==> src/rtl/priority_hold_sel_pkg.sv <==
// priority_hold_pkg: shared types, constants and helpers for priority_hold_sel.
//   AGE_W       width of each per-slot wait counter (aging build only)
//   age_t       AGE_W-bit counter type
//   clog2_min1  index width helper; never returns 0, so one source still
//               gets a 1-bit index
package priority_hold_pkg;

  localparam int AGE_W = 4;

  typedef logic [AGE_W-1:0] age_t;

  function automatic int clog2_min1(input int n);
    return (n <= 2) ? 1 : $clog2(n);
  endfunction

endpackage

==> src/rtl/priority_hold_sel_pick.sv <==
// priority_pick: combinational lowest-index-wins arbiter.
//   req_i  request vector, bit 0 has the highest priority
//   gnt_o  one-hot grant (all zero if nothing requests)
//   idx_o  binary index of the granted bit (0 if nothing requests)
//   any_o  at least one request present
module priority_pick
  import priority_hold_pkg::*;
#(
  parameter  int INPUTS = 19,
  localparam int IDX_W  = clog2_min1(INPUTS)
) (
  input  logic [INPUTS-1:0] req_i,
  output logic [INPUTS-1:0] gnt_o,
  output logic [IDX_W-1:0]  idx_o,
  output logic              any_o
);

  always_comb begin
    logic found;
    found = 1'b0;
    gnt_o = '0;
    idx_o = '0;
    for (int i = 0; i < INPUTS; i++) begin
      if (req_i[i] && !found) begin
        found    = 1'b1;
        gnt_o[i] = 1'b1;
        idx_o    = IDX_W'(i);
      end
    end
    any_o = found;
  end

endmodule

==> src/rtl/priority_hold_sel.sv <==
// priority_hold_sel: per-source one-entry holding slots feeding a registered,
// fixed-priority output stage (lowest full index wins).
//
// Ports
//   clk, rst_n           clock, asynchronous active-low reset
//   in_valid/in_ready    per-source handshake; in_ready = slot empty (registered)
//   in_data              per-source word
//   out_valid/out_ready  output handshake; out_valid is a register
//   out_data, out_src    selected word and the index of its source
//
// Optional feature: define PRIORITY_HOLD_AGING_EN to give every slot a wait
// counter; a slot that has waited AGE_LIMIT cycles becomes urgent and the
// lowest-index urgent slot beats ordinary priority. Without the macro the
// selection is pure lowest-index and a busy low index may starve the rest.
module priority_hold_sel
  import priority_hold_pkg::*;
#(
  parameter  int INPUTS    = 19,
  parameter  int WIDTH     = 32,
  parameter  int AGE_LIMIT = 15,
  localparam int SRC_W     = clog2_min1(INPUTS)
) (
  input  logic                          clk,
  input  logic                          rst_n,
  input  logic [INPUTS-1:0]             in_valid,
  output logic [INPUTS-1:0]             in_ready,
  input  logic [INPUTS-1:0][WIDTH-1:0]  in_data,
  output logic                          out_valid,
  input  logic                          out_ready,
  output logic [WIDTH-1:0]              out_data,
  output logic [SRC_W-1:0]              out_src
);

  // Range checked even when aging is off so one parameter set is valid in
  // both builds.
  if (INPUTS < 2) begin : g_bad_inputs
    $error("priority_hold_sel: INPUTS must be >= 2");
  end
  if (AGE_LIMIT < 1 || AGE_LIMIT > (2**AGE_W) - 1) begin : g_bad_age
    $error("priority_hold_sel: AGE_LIMIT out of range");
  end

  logic [INPUTS-1:0]            full_q;
  logic [INPUTS-1:0][WIDTH-1:0] data_q;
  logic                         out_valid_q;
  logic [WIDTH-1:0]             out_data_q;
  logic [SRC_W-1:0]             out_src_q;

  logic                         adv;
  logic [INPUTS-1:0]            win_oh;
  logic [SRC_W-1:0]             win_idx;
  logic                         win_any;
  logic [WIDTH-1:0]             win_data;

  // Output register is free or being drained this cycle.
  assign adv = !out_valid_q || out_ready;

  // ---------------------------------------------------------------- select
`ifdef PRIORITY_HOLD_AGING_EN
  age_t              age_q [INPUTS];
  logic [INPUTS-1:0] urgent;
  logic [INPUTS-1:0] u_gnt, n_gnt;
  logic [SRC_W-1:0]  u_idx, n_idx;
  logic              u_any, n_any;

  always_comb begin
    for (int i = 0; i < INPUTS; i++)
      urgent[i] = full_q[i] && (age_q[i] == age_t'(AGE_LIMIT));
  end

  priority_pick #(.INPUTS(INPUTS)) u_pick_urgent (
    .req_i (urgent), .gnt_o (u_gnt), .idx_o (u_idx), .any_o (u_any)
  );
  priority_pick #(.INPUTS(INPUTS)) u_pick_normal (
    .req_i (full_q), .gnt_o (n_gnt), .idx_o (n_idx), .any_o (n_any)
  );

  assign win_oh  = u_any ? u_gnt : n_gnt;
  assign win_idx = u_any ? u_idx : n_idx;
  assign win_any = n_any;  // an urgent slot is always also full

  // Age clears when the slot is empty or leaves; otherwise it counts every
  // waiting cycle (including stalls) and saturates at the limit.
  always_ff @(posedge clk or negedge rst_n) begin
    if (!rst_n) begin
      for (int i = 0; i < INPUTS; i++) age_q[i] <= '0;
    end else begin
      for (int i = 0; i < INPUTS; i++) begin
        if (!full_q[i] || (adv && win_oh[i]))
          age_q[i] <= '0;
        else if (age_q[i] != age_t'(AGE_LIMIT))
          age_q[i] <= age_q[i] + age_t'(1);
      end
    end
  end
`else
  priority_pick #(.INPUTS(INPUTS)) u_pick (
    .req_i (full_q), .gnt_o (win_oh), .idx_o (win_idx), .any_o (win_any)
  );
`endif

  // One-hot AND-OR mux keeps the read in range for any INPUTS.
  always_comb begin
    win_data = '0;
    for (int i = 0; i < INPUTS; i++)
      if (win_oh[i]) win_data = win_data | data_q[i];
  end

  // ----------------------------------------------------------------- slots
  // Capture only into an empty slot and clear only a full one, so a slot can
  // never capture and be selected in the same cycle; selection sees full_q
  // from the start of the cycle.
  always_ff @(posedge clk or negedge rst_n) begin
    if (!rst_n) begin
      full_q <= '0;
      data_q <= '0;
    end else begin
      for (int i = 0; i < INPUTS; i++) begin
        if (!full_q[i]) begin
          if (in_valid[i]) begin
            full_q[i] <= 1'b1;
            data_q[i] <= in_data[i];
          end
        end else if (adv && win_oh[i]) begin
          full_q[i] <= 1'b0;
        end
      end
    end
  end

  // ---------------------------------------------------------------- output
  always_ff @(posedge clk or negedge rst_n) begin
    if (!rst_n) begin
      out_valid_q <= 1'b0;
      out_data_q  <= '0;
      out_src_q   <= '0;
    end else if (adv) begin
      out_valid_q <= win_any;
      if (win_any) begin
        out_data_q <= win_data;
        out_src_q  <= win_idx;
      end
    end
  end

  assign in_ready  = ~full_q;
  assign out_valid = out_valid_q;
  assign out_data  = out_data_q;
  assign out_src   = out_src_q;

endmodule

==> config.mk <==
export PLATFORM = sky130hd
export DESIGN_NAME = priority_hold_sel
export DESIGN_NICKNAME = d
export VERILOG_FILES = /design/src/rtl/priority_hold_sel_pkg.sv /design/src/rtl/priority_hold_sel_pick.sv /design/src/rtl/priority_hold_sel.sv
export SDC_FILE = /design/constraint.sdc
export NUM_CORES = 1
export LEC_CHECK = 0
export ABC_AREA = 1
export CAP_MARGIN = 10
export CORE_AREA = 2 2 270 272
export CTS_CLUSTER_DIAMETER = 40
export DETAILED_ROUTE_END_ITERATION = 10
export DIE_AREA = 0 0 272 274
export HOLD_SLACK_MARGIN = 0.08
export PLACE_DENSITY = 0.72
export SYNTH_ARGS = -nofsm -noshare
export SYNTH_HDL_FRONTEND = slang
export SYNTH_HIERARCHICAL = 1
export SYNTH_SLANG_ARGS = --single-unit
export TNS_END_PERCENT = 20
==> constraint.sdc <==
create_clock -name clk -period 2.18 [get_ports clk]
set_input_delay 0.436 -clock clk [delete_from_list [all_inputs] [get_ports clk]]
set_output_delay 0.436 -clock clk [all_outputs]
set_load 0.005 [all_outputs]
==> summary.txt, run 1 <==
Run status
  – Outcome: finished, violations left
  – Failing checks: negative setup slack

Synth
  – Synth top area cells: dfrtp_1, mux2_2, nand2_1
  – Simple-gate share of the synthesized area: 17.14%
  – Synth Flop Type: dfrtp_1
  – Syn. warnings: 6
  – Largest area contributor in the netlist: dfrtp_1
  – Compound-Gate Fraction of Synth Area: 0.3463%
  – Mapped Area: 30710 um2
  – Register bit total from synthesis: 665
  – Number of synthesized flops with an enable pin: 0
  – Register area share after synthesis: 54.18%
  – Synthesized net count: 3465
  – Synth cell types: 28
  – Top cells by count, synth: nand2_1, dfrtp_1, mux2_2
  – Gate Count Post-Synth: 2835
  – Xor and xnor area share after synthesis: 0%
  – Largest family of logic cells by synthesized area: multiplexers
  – Post-Synth Adder-Cell Area: 0%
  – Yosys top cell area share: 54.18%
  – FFs w/ async S/R, synth: 100.0%
  – Post-synthesis average cell area: 10.83 um2
  – Post-synthesis mux area share: 22.29%
  – Most common cell in the netlist: nand2_1

Die
  – Total Die Area: 74530 um2
  – Num ports: 687
  – Die Span X: 272 um
  – Total core area: 71970 um2
  – Die extent in y: 274 um
  – Initial cell density of the core: 42.68%
  – Cell Rows: 99

Detailed routing
  – Vias: 24340
  – WL/cell: 25.26 um
  – First-pass DRT Iterations: 5
  – DRC viols: 0
  – Vias/cell: 5.113
  – Detailed-route wire length: 120.2 mm
  – Iteration-0 DRC Markers: 1907
  – Post-DRT Antenna Nets: 0

Pwr
  – Pwr dens: 1175 nW/um2
  – Pleak: 20.51 nW
  – Net Sw Power: 0.01595 W
  – Comb power frac: 25.6%
  – Switch share: 30.66%
  – Clk pwr share: 35.0%
  – P_int: 0.03607 W
  – Reg power frac: 39.5%
  – Peak VDD IR: 905.5 uV

Timing
  – Least-Margin Pin Slew: 671.4 ps
  – Hold Vio Cnt, Final: 0
  – Fmax: 0.3753 GHz
  – Final WS setup: -484.4 ps
  – RSZ-0062 raised after global routing: yes
  – Tmin final: 2664 ps
  – Clock skew: 28.37 ps
  – Slew margin rel.: 55.07%
  – Period Utilization, post-route: 122.2%
  – Max-slew violations: 0
  – Final Setup Violations: 44

Clocking
  – TritonCTS Buffers: 108
  – Root Buffer: clkbuf_16
  – Clk slew on worst S/H paths: 50 ps
  – Worst skew pair latency: 660 ps
  – Sink Count: 665
  – CTS tree: built
  – CTS max path bufs: 3
  – Number of H-tree levels: 3

Setup path
  – CP dominant cell by count: nor2_4
  – Crit Path Category: reg2reg
  – CP peak stage delay: 390 ps
  – Crit-path max FO: 7
  – CP cell instances: nor2_2, nand2_2, nor2_4, nand4_4, nor2_4, nand4_4, nor2_4, nand4_4, nor2_4, buf_6, nand3_1, inv_2, nor2_8, buf_12, nand3_4, nor2_1, nor2_1
  – Critical Path RT: 2740 ps
  – Worst EP arrival: 3230 ps
  – Slowest cell on crit path: dfrtp_1
  – CP Launch Type: flop
  – Setup crit end kind: flop

Place
  – RePlAce Congestion: 0.8977
  – Final HPWL DP: 91.20 mm
  – Placed Instances: 4504
  – I/O Buffers: 686
  – Post-place setup slack: -670.0 ps

Cells and area
  – Layout cells sized above 1: 29.12%
  – P&R area growth vs syn: 44.11%
  – Final Non-Filler Cells: 4760
  – # nets final: 4305

GRT
  – Pin count of the biggest net entering global routing: 72
  – Initial antenna violation count: 44
  – Total track usage: 31.43%
  – Vias in the first global route: 25090
  – Total gr overflow: 0
  – First-pass GRT wire length: 167.3 mm

Min path
  – Hold/Removal Path Class: in2async

Flow run
  – Max cap viols: 0
-- power groups by stage --
stage                     registers [W]  logic, W  clock network, W
after floorplan                  0.0195   0.00709                 0
after global placement           0.0204    0.0129                 0
after detailed placement         0.0206    0.0133                 0
after CTS                        0.0204    0.0134            0.0184
after global routing             0.0211    0.0142            0.0190
final                            0.0205    0.0133            0.0182
-- area by class of cell --
type / instances / area [um2]
Timing Repair Buffer: 873 / 9320
Tap cell: 959 / 1200
Clock buffer: 126 / 2902
Sequential cell: 665 / 16640
Multi-Input combinational cell: 1938 / 12700
Antenna cell: 30 / 75.07
Fill cell: 5844 / 27700
Clock inverter: 80 / 1033
Inverter: 89 / 384.1
-- per-layer routing --
metal	track usage (%)	vias up	wire length, um
met2	51.92	991	57620
met1	38.28	12070	47540
met3	7.374	279	8712
met5	0	-	195
li1	-	10970	-
met4	16.80	28	6156
-- what timing repair did --
item,CTS,global route
resized for setup,77,118
cloned,1,7
hold buffers,1,0
endpoints found under the setup margin,65,50
pin swaps,8,55
hold endpoints to repair,20,0
setup buffers,3,10
-- registers in the layout, indices dropped and copies added (netlist names) --
signal	flops
data_q	608
out_data	32
full_q	19
out_src	5
out_valid	1
-- metrics by stage --
stage               power (W)  hold slack (ps)  TNS [ps]  cell area (um2)  utilization, %
floorplan             0.02655            140.4         0            30720               -
CTS                   0.05222            307.0    -15630            43540           60.51
finish                0.05202            329.6    -16440            44260           61.50
global route          0.05431            339.1    -22000            44250           61.49
detailed placement    0.03385            401.4    -17840            39380           54.72
global placement      0.03330            412.0    -15900            39380           54.72
-- worst paths after layout --
kind | startpoint | end | slack, ps | cells after the start
min | rst_n | data_q[492] | 330 | 2
max in group asynchronous | rst_n | data_q[387] | 990 | 3
max reg2reg | full_q[1] | out_data[21] | -480 | 17
min reg2reg | data_q[190] | data_q[190] | 490 | 1
min in group clk | in_data[96] | data_q[96] | 370 | 2
max | full_q[1] | out_data[21] | -480 | 17
-- critical path: cells and delay by family, from the launching register on --
family,cells,cell delay [ps]
AND/OR/NAND/NOR,14,1720
flip-flops,1,390
buffers and inverters,3,430
-- cells by family (layout without fill, tap and decap cells) --
group,Yosys count,after routing
AOI/OAI and AO/OA,21,21
buffers and inverters,232,1168
muxes,608,608
DFF,665,665
and+or+nand+nor,1309,1309
other,0,30
-- cells in the final DEF, fill, tap and decap left out, drive strengths merged --
cell type and n:
nor2 257, clkinvlp 10, clkinv 35, dlygate4sd2 19, nand3b 1, dlygate4sd3 1
mux2 608, nand4 24, clkbuf 133, inv 109, dfrtp 665, buf 180
clkdlybuf4s50 663, nor4 3, nor3b 1, diode 30, a21oi 20, a31oi 1
nor3 5, bufinv 15, dlymetal6s2s 3, nand2 973, nand3 45
No activity file was read; power rests on OpenSTA's default activity.
==> run 2, diff against run 1 <==
HOLD_SLACK_MARGIN = 0.12   (was 0.08)
==> results of run 2 <==
Final layout, timing and power as in run 1 (identical DEF).
